`src/rtl/hazard_fwd_unit_pkg.sv`:
```
// Shared types for the hazard/forwarding unit: forward-select codes, shadow stage
// records and the forward-priority helper.
package riscv_hazard_pkg;

    // Widest register index the shadow records can carry; narrower indices are zero-extended.
    localparam int REG_AW_MAX = 8;

    typedef enum logic [1:0] {
        FWD_RF  = 2'b00,
        FWD_WB  = 2'b01,
        FWD_MEM = 2'b10
    } fwd_t;

    typedef struct packed {
        logic [REG_AW_MAX-1:0] rs1;
        logic [REG_AW_MAX-1:0] rs2;
        logic [REG_AW_MAX-1:0] rd;
        logic                  reg_write;
        logic                  mem_read;
    } e_stage_t;

    typedef struct packed {
        logic [REG_AW_MAX-1:0] rd;
        logic                  reg_write;
    } wb_stage_t;

    // M wins over W; x0 is never a forwarding source.
    function automatic fwd_t fwd_sel(logic [REG_AW_MAX-1:0] rs, wb_stage_t m, wb_stage_t w);
        if (m.reg_write && m.rd != '0 && m.rd == rs) return FWD_MEM;
        if (w.reg_write && w.rd != '0 && w.rd == rs) return FWD_WB;
        return FWD_RF;
    endfunction

endpackage

```
`src/rtl/hazard_fwd_unit_if.sv`:
```
// Decode-side request and hazard-control response bundle of hazard_fwd_unit.
interface hazard_fwd_if #(parameter int REG_AW = 5);
    logic [REG_AW-1:0] Rs1D;
    logic [REG_AW-1:0] Rs2D;
    logic [REG_AW-1:0] RdD;
    logic              RegWriteD;
    logic              MemReadD;
    logic              PCSrcE;
    logic [1:0]        ForwardAE;
    logic [1:0]        ForwardBE;
    logic              StallF;
    logic              StallD;
    logic              FlushD;
    logic              FlushE;

    modport master (
        output Rs1D, Rs2D, RdD, RegWriteD, MemReadD, PCSrcE,
        input  ForwardAE, ForwardBE, StallF, StallD, FlushD, FlushE
    );

    modport slave (
        input  Rs1D, Rs2D, RdD, RegWriteD, MemReadD, PCSrcE,
        output ForwardAE, ForwardBE, StallF, StallD, FlushD, FlushE
    );
endinterface

```
`src/rtl/hazard_shadow_pipe.sv`:
```
// E/M/W shadow copies of the fields the hazard logic needs; E takes a bubble on flush,
// M and W always advance.
module hazard_shadow_pipe
    import riscv_hazard_pkg::*;
(
    input  logic      clk,
    input  logic      rst,
    input  logic      flush_e,
    input  e_stage_t  d_stage,
    output e_stage_t  e_q,
    output wb_stage_t m_q,
    output wb_stage_t w_q
);

    always_ff @(posedge clk) begin
        if (rst) begin
            e_q <= '0;
            m_q <= '0;
            w_q <= '0;
        end else begin
            if (flush_e) e_q <= '0;
            else         e_q <= d_stage;
            m_q.rd        <= e_q.rd;
            m_q.reg_write <= e_q.reg_write;
            w_q           <= m_q;
        end
    end

endmodule

```
`src/rtl/hazard_fwd_unit.sv`:
```
// Operand forwarding and load-use stall / branch flush control for a 5-stage pipeline.
// Optional load-use stall counter port enabled by defining HAZARD_STATS_EN.
module hazard_fwd_unit
    import riscv_hazard_pkg::*;
#(
    parameter int REG_AW = 5,
    parameter int CNT_W  = 32
) (
    input  logic             clk,
    input  logic             rst,
    hazard_fwd_if.slave      hz
`ifdef HAZARD_STATS_EN
    ,
    output logic [CNT_W-1:0] stall_count
`endif
);

    if (REG_AW > REG_AW_MAX || REG_AW < 1 || CNT_W < 1) begin : g_bad_params
        $error("hazard_fwd_unit: REG_AW must be 1..%0d and CNT_W >= 1", REG_AW_MAX);
    end

    logic [REG_AW-1:0] rs1_d, rs2_d, rd_d;
    e_stage_t          d_stage, e_q;
    wb_stage_t         m_q, w_q;
    logic              lw_stall;
    logic              flush_e;

    assign rs1_d = hz.Rs1D;
    assign rs2_d = hz.Rs2D;
    assign rd_d  = hz.RdD;

    always_comb begin
        d_stage           = '0;
        d_stage.rs1       = REG_AW_MAX'(rs1_d);
        d_stage.rs2       = REG_AW_MAX'(rs2_d);
        d_stage.rd        = REG_AW_MAX'(rd_d);
        d_stage.reg_write = hz.RegWriteD;
        d_stage.mem_read  = hz.MemReadD;
    end

    hazard_shadow_pipe u_shadow (
        .clk     (clk),
        .rst     (rst),
        .flush_e (flush_e),
        .d_stage (d_stage),
        .e_q     (e_q),
        .m_q     (m_q),
        .w_q     (w_q)
    );

    // A load sitting in M is not a forwarding source: only the shadow RegWrite/Rd are
    // kept there, and the one stall cycle already lets the load reach W.
    assign lw_stall = e_q.mem_read && (e_q.rd != '0) &&
                      ((e_q.rd == d_stage.rs1) || (e_q.rd == d_stage.rs2));
    assign flush_e  = lw_stall | hz.PCSrcE;

    assign hz.ForwardAE = fwd_sel(e_q.rs1, m_q, w_q);
    assign hz.ForwardBE = fwd_sel(e_q.rs2, m_q, w_q);
    assign hz.StallF    = lw_stall;
    assign hz.StallD    = lw_stall;
    assign hz.FlushD    = hz.PCSrcE;
    assign hz.FlushE    = flush_e;

`ifdef HAZARD_STATS_EN
    always_ff @(posedge clk) begin
        if (rst)                               stall_count <= '0;
        else if (lw_stall && stall_count != '1) stall_count <= stall_count + 1'b1;
    end
`endif

endmodule

```
`src/flat_wrapper.sv`:
```
// flat-port wrapper written by rule: the top's interface ports become plain ports
module hazard_fwd_unit_flat import riscv_hazard_pkg::*;
#(
    parameter int REG_AW = 5,
    parameter int CNT_W  = 32
)
  (clk, rst, hz_Rs1D, hz_Rs2D, hz_RdD, hz_RegWriteD, hz_MemReadD, hz_PCSrcE, hz_ForwardAE, hz_ForwardBE, hz_StallF, hz_StallD, hz_FlushD, hz_FlushE);
  hazard_fwd_if #(.REG_AW(REG_AW)) hz_i ();
  input  logic clk;
  input  logic rst;
  input wire logic [$bits(hz_i.Rs1D)-1:0] hz_Rs1D;
  input wire logic [$bits(hz_i.Rs2D)-1:0] hz_Rs2D;
  input wire logic [$bits(hz_i.RdD)-1:0] hz_RdD;
  input wire logic [$bits(hz_i.RegWriteD)-1:0] hz_RegWriteD;
  input wire logic [$bits(hz_i.MemReadD)-1:0] hz_MemReadD;
  input wire logic [$bits(hz_i.PCSrcE)-1:0] hz_PCSrcE;
  output wire logic [$bits(hz_i.ForwardAE)-1:0] hz_ForwardAE;
  output wire logic [$bits(hz_i.ForwardBE)-1:0] hz_ForwardBE;
  output wire logic [$bits(hz_i.StallF)-1:0] hz_StallF;
  output wire logic [$bits(hz_i.StallD)-1:0] hz_StallD;
  output wire logic [$bits(hz_i.FlushD)-1:0] hz_FlushD;
  output wire logic [$bits(hz_i.FlushE)-1:0] hz_FlushE;
  assign hz_i.Rs1D = hz_Rs1D;
  assign hz_i.Rs2D = hz_Rs2D;
  assign hz_i.RdD = hz_RdD;
  assign hz_i.RegWriteD = hz_RegWriteD;
  assign hz_i.MemReadD = hz_MemReadD;
  assign hz_i.PCSrcE = hz_PCSrcE;
  assign hz_ForwardAE = hz_i.ForwardAE;
  assign hz_ForwardBE = hz_i.ForwardBE;
  assign hz_StallF = hz_i.StallF;
  assign hz_StallD = hz_i.StallD;
  assign hz_FlushD = hz_i.FlushD;
  assign hz_FlushE = hz_i.FlushE;
  hazard_fwd_unit #(.REG_AW(REG_AW), .CNT_W(CNT_W)) u_core (.clk(clk), .rst(rst), .hz(hz_i));
endmodule
```
`config.mk`:
```
export PLATFORM = sky130hd
export DESIGN_NAME = hazard_fwd_unit_flat
export DESIGN_NICKNAME = d
export VERILOG_FILES = /design/src/rtl/hazard_fwd_unit_pkg.sv /design/src/rtl/hazard_fwd_unit_if.sv /design/src/rtl/hazard_shadow_pipe.sv /design/src/rtl/hazard_fwd_unit.sv /design/src/flat_wrapper.sv
export SDC_FILE = /design/constraint.sdc
export NUM_CORES = 1
export LEC_CHECK = 0
export ABC_AREA = 1
export CAP_MARGIN = 30
export CORE_ASPECT_RATIO = 1.1
export CORE_MARGIN = 10
export CORE_UTILIZATION = 58
export CTS_BUF_LIST = sky130_fd_sc_hd__clkbuf_4
export DETAILED_ROUTE_END_ITERATION = 10
export PLACE_DENSITY = 0.83
export REMOVE_ABC_BUFFERS = 1
export SYNTH_ARGS = -nofsm -noshare
export SYNTH_HDL_FRONTEND = slang
export SYNTH_HIERARCHICAL = 1
export SYNTH_SLANG_ARGS = --single-unit
```
`constraint.sdc`:
```
create_clock -name clk -period 1.6 [get_ports clk]
set_input_delay 0.16 -clock clk [delete_from_list [all_inputs] [get_ports clk]]
set_output_delay 0.16 -clock clk [all_outputs]
set_load 0.1 [all_outputs]
```
# --- Yosys cells after proc, flatten, opt, wreduce, memory -nomap -nowiden ---
# Index checks and enable logic that the tools add are counted.
totals:
  word_cells: 46
  output_inout_bits: 8
  input_bits: 20
  register_bits: 44
op_classes:
  muxes: 14
  n_eq_ne: 6
  reduce_logical: 13
  bitwise_logic: 1
op_table:
  columns: ["op", "n"]
  rows:
  - ["equality test 8 bit", 4]
  - ["nonzero test 8 bit", 3]
  - ["equality test 8 x 5 -> 1 bit", 2]
  - ["two-way mux 2 bit", 8]
  - ["logical AND 1 bit", 8]
  - ["two-way mux 1 bit", 6]
  - ["OR reduction 2 bit", 1]
  - ["logical OR 1 bit", 1]
  - ["bitwise OR 1 bit", 1]

# --- Depth between registers and ports, before layout ---
depth:
  word_depth: 7
  ltp_mapped: 12
  mapped_depth_nobuf: 11

# --- Modules after synthesis ---
# The synthesis kept the hierarchy.
by_module_without_submodules:
  columns: ["mod", "cells_per_inst", "seq_area_each_um2", "area_each_um2", "n_inst"]
  rows:
  - ["hazard_shadow_pipe", 139, 880.8, 1452.6, 1]
  - ["hazard_fwd_unit", 154, 0.0, 758.2, 1]

# --- Least setup slack after synthesis ---
# OpenSTA, ideal clock, no wires.
synth_path:
  path_kind: "reg2out"
  start: "reg u_core/u_shadow/m_q[4] (netlist name)"
  end: "out hz_ForwardBE[0]"
  arrival_ns: 2.226
  required_ns: 1.440
  path_stages_with_launch: 7
  slack_ns: -0.786
  path_buffers: 0
  path_cell_list: "dfxtp_1 xnor2_1 nand2_1 nor2_1 nand2_1 nor2_2 nor2_1"
synth_via:
  elab_chain_len: 5
  elab_cells_between_ends: 6
  classes_between: "1 x eq/ne; 2 x mux; 3 x reduce/logical"
synth_lines:
  columns: ["element", "line_no", "source"]
  rows:
  - ["nonzero test 8 bit", "hazard_fwd_unit_pkg.sv:29", "if (m.reg_write && m.rd != '0 && m.rd == rs) return FWD_MEM;"]
  - ["logical AND 1 bit", "hazard_fwd_unit_pkg.sv:29", null]
  - ["logical AND 1 bit *", "hazard_fwd_unit_pkg.sv:29", null]
  - ["two-way mux 1 bit *", "hazard_fwd_unit_pkg.sv:29", null]
  - ["two-way mux 2 bit *", "hazard_fwd_unit_pkg.sv:30", "if (w.reg_write && w.rd != '0 && w.rd == rs) return FWD_WB;"]
  - ["to (decl)", "flat_wrapper.sv:18", "output wire logic [$bits(hz_i.ForwardBE)-1:0] hz_ForwardBE;"]
# Every way passes the cells marked *; elsewhere a longest branch is shown, timed or not.

# --- Worst setup path after layout ---
layout_path:
  start: "reg u_core/u_shadow/e_q[3] (netlist name)"
  end: "out hz_FlushE"
layout_via:
  elab_chain_len: 4
  elab_cells_between_ends: 7
  classes_between: "2 x eq/ne; 1 x bitwise; 4 x reduce/logical"
layout_lines:
  columns: ["element", "line_no", "source"]
  rows:
  - ["equality test 8 x 5 -> 1 bit / nonzero test 8 bit (equally long branches)", "hazard_fwd_unit.sv:54, hazard_fwd_unit.sv:53", null]
  - ["logical OR 1 bit / logical AND 1 bit (equally long branches)", "hazard_fwd_unit.sv:54, hazard_fwd_unit.sv:53", null]
  - ["logical AND 1 bit *", "hazard_fwd_unit.sv:53", "assign lw_stall = e_q.mem_read && (e_q.rd != '0) &&"]
  - ["bitwise OR 1 bit *", "hazard_fwd_unit.sv:55", "assign flush_e = lw_stall | hz.PCSrcE;"]
  - ["to (decl)", "flat_wrapper.sv:22", "output wire logic [$bits(hz_i.FlushE)-1:0] hz_FlushE;"]
# Marks and branches as above.

==> impl_results.md <==
- Horiz. Die Dim: 78.9 µm
- RSZ-0062 raised after global routing: yes
- Sw Share: between 20% and 30%
- Area Overhead vs Synth: 38.0%
- Final worst slack: -226 ps
- Multi-input logic area: roughly 1200 µm²
- CTS tree: yes
- Worst vdd ir: approximately 0.55 mV
- Initial Util: about three fifths
- DP Wirelength: ~3400 µm
- Rows: 23
- Initial antenna violation count: 0
- Clk_skew: 7.75 ps
- Seq/Total Area, Yosys: around two fifths
- Via density: between 4 and 5
- Post-route ant nets: 0
- CP Class: reg2out
- WL per Instance: about 15 µm
- Yosys cell types: 21
- Max Slew Vio Count: 0
- Reg2Reg Setup Slack: -20 ps
- First drt pass iteration count: 5
- Max FO, Critical Path: 4
- CP arrival: between 1500 and 2000 ps
- Area leader, netlist: dfxtp_1
- Post-Layout Cell Count: between 300 and 400
- Core Region: roughly 3700 µm²
- Port bufs: 27
- Post-route DRC: 0
- Hold-critical path depth: 3
- Worst-path clk slew: about 130 ps
- Synthesis warning total: 6
- Net switching power: around 640 µW
- Leak Pwr: about 1.3 nW
- Die Area: between 6000 and 7000 µm²
- Max Buffers Root-to-Sink: 2
- Combinational share of power: 18.5%
- Largest net degree at the start of global routing: 19
- Per-instance average area after synthesis: between 7 and 8 µm²
- Fmax: between 500 and 600 MHz
- First-pass GRT wire length: approximately 7600 µm
- Worst setup EP type: output pin
- Total power: 2.30 mW
- GRT Overall Usage: between 10% and 20%
- Clock Latency Late Sink: approximately 350 ps
- RD Place Congestion: 0.860
- CTS Buf Count: 5
- Top cell type's share of synthesized area: around two fifths
- Pwr Density: around 750 nW/µm²
- Vias in the first global route: approximately 1800
- Filler cell count: around 200
- Total of max-cap violations: 0
- Synthesized flop and latch total: 44
- Share of total power in the clock network: between 30% and 40%
- R2r worst-path depth: 11
- Via Count: approximately 1900
- Share of power burned in registers: 50.9%
- Register area: roughly 950 µm²
- Setup Viol. Count Final: 9
- Detailed Route Iter0 Violations: 141
- Worst path required time: between 1000 and 1500 ps
- Mapped Cells: ~300
- Violated checks: setup timing
- Synth area leaders: dfxtp_1, inv_1, xnor2_1
- Share of cells above drive strength 1: 35.5%
- Final Cycle Share: 114%
- Status: finished with violations
- Layout Nets: between 300 and 400
- Antenna fix cells: 0
- Hold endpoint: u_core/u_shadow/e_q[6]$_SDFF_PP0_
- Grt total ovfl: 0
- CTS root buffer: clkbuf_4
- Reg-to-Reg End: u_core/u_shadow/e_q[13]$_SDFF_PP0_
- Type of origin of the critical path: register
- Post-route minimum period: roughly 1800 ps
- Placed Cells incl. Taps: ~380
- Worst hold slack: between 300 and 400 ps
- Int Pwr: approximately 1.7 mW
- Sink Count: 44
- I/O pin count: 28
- Die Y-Extent: 84.8 µm
- Drt total wl: 5900 µm
- CTS H-tree lvls: 2
- HP Start: hz_RdD[4]
- Final hold viol count: 0
- Reg2reg start: u_core/u_shadow/e_q[6]$_SDFF_PP0_
- Worst slack, placed: -170 ps
- Synthesized cell area: around 2200 µm²
- Hold Crit Class: in2reg
how the worst max path moves through the flow:
| stage | cells past startpoint | slack, ps | to | from |
|---|---|---|---|---|
| finish | 10 | -230 | hz_FlushE | u_core/u_shadow/e_q[3]$_SDFF_PP0_ |
| global route | 10 | -320 | hz_FlushE | u_core/u_shadow/e_q[3]$_SDFF_PP0_ |
| CTS | 10 | -160 | hz_FlushE | u_core/u_shadow/e_q[3]$_SDFF_PP0_ |
| detailed placement | 12 | -170 | u_core/u_shadow/e_q[0]$_SDFF_PP0_ | hz_Rs2D[1] |
| global placement | 12 | -110 | u_core/u_shadow/e_q[1]$_SDFF_PP0_ | hz_Rs2D[1] |
| floorplan | 6 | -790 | hz_ForwardBE[0] | u_core/u_shadow/m_q[4]$_SDFF_PP0_ |
stage by stage:
step	area, µm²	util, %	setup TNS [ps]
2_1_floorplan	2170	-	-10560
3_3_place_gp	2630	71.9	-1720
3_5_place_dp	2630	71.9	-2730
4_1_cts	2850	78.0	-2550
5_1_grt	3050	83.5	-2630
6_report	3050	83.5	-1210
placed cells by master, fill, tap and decap left out, drive strengths merged, types with 6 or more instances in the layout:
master,count
inv,71
nand2,68
nor2,67
dfxtp,44
xnor2,28
buf,21
clkdlybuf4s50,19
conb,9
clkbuf,6
nand3,6
registers in the layout (all words and copies together) (netlist names):
name                 count
u_core/u_shadow/m_q      9
u_core/u_shadow/w_q      9
u_core/u_shadow/e_q     26
metal layers:
layer | vias to the layer above | routed length, µm | track usage, %
li1 | 924 | - | -
met1 | 890 | 2290 | 13.9
met2 | 89 | 3160 | 26.2
met3 | 24 | 316 | 3.73
met4 | 0 | 136 | 5.22
met5 | - | 0 | 0
critical path: stages, from the launching register on:
cell     delay, ps
dfxtp_4        400
inv_4           50
nand2_2         70
nand2_2         60
nor2_2         130
nand3_1        110
nand2_1        100
nand2_2         70
nand2_2         70
buf_6          100
buf_12         160
timing repair:
item | in CTS | in global routing
setup buffers | 4 | 5
gates resized for setup | 43 | 46
cloned | 0 | 3
endpoints found under the setup margin | 7 | 24
hold buffers | 0 | 0
pin swaps | 12 | 23
endpoints found under the hold margin | 0 | 0
final cells by class:
cell class                      instances  area share, %
Sequential cell                        44           31.0
Timing Repair Buffer                   40           15.0
Clock buffer                            6           1.48
Multi-Input combinational cell        183           40.0
Tap cell                               50           2.05
Inverter                               71           9.31
Clock inverter                          2           1.15
power by group through the flow:
stage | clock (mW) | sequential (mW) | combinational, mW
2_1_floorplan | 0 | 1.18 | 0.211
3_3_place_gp | 0 | 1.19 | 0.330
3_5_place_dp | 0 | 1.19 | 0.339
4_1_cts | 0.700 | 1.17 | 0.360
5_1_grt | 0.756 | 1.18 | 0.460
6_report | 0.702 | 1.17 | 0.426
cells in the mapped netlist:
master,instances
buf_12,2
buf_2,1
buf_4,2
buf_6,1
conb_1,1
dfxtp_1,44
inv_1,68
inv_2,2
inv_8,1
nand2_1,64
nand2_8,1
nand3_1,6
nor2_1,44
nor2_2,3
nor2_4,20
nor3_1,1
nor4_1,1
o21a_1,1
o21ai_2,1
xnor2_1,28
xor2_1,1
logic make-up after synthesis:
group                  Yosys count  synth area share (%)
AO/OA/AOI/OAI                    2                 0.736
XOR/XNOR                        29                  11.5
buffers and inverters           77                  15.6
flip-flops                      44                  39.8
other                            1                 0.170
AND/OR/NAND/NOR                140                  32.1
Power figures use the tool's default switching activity.
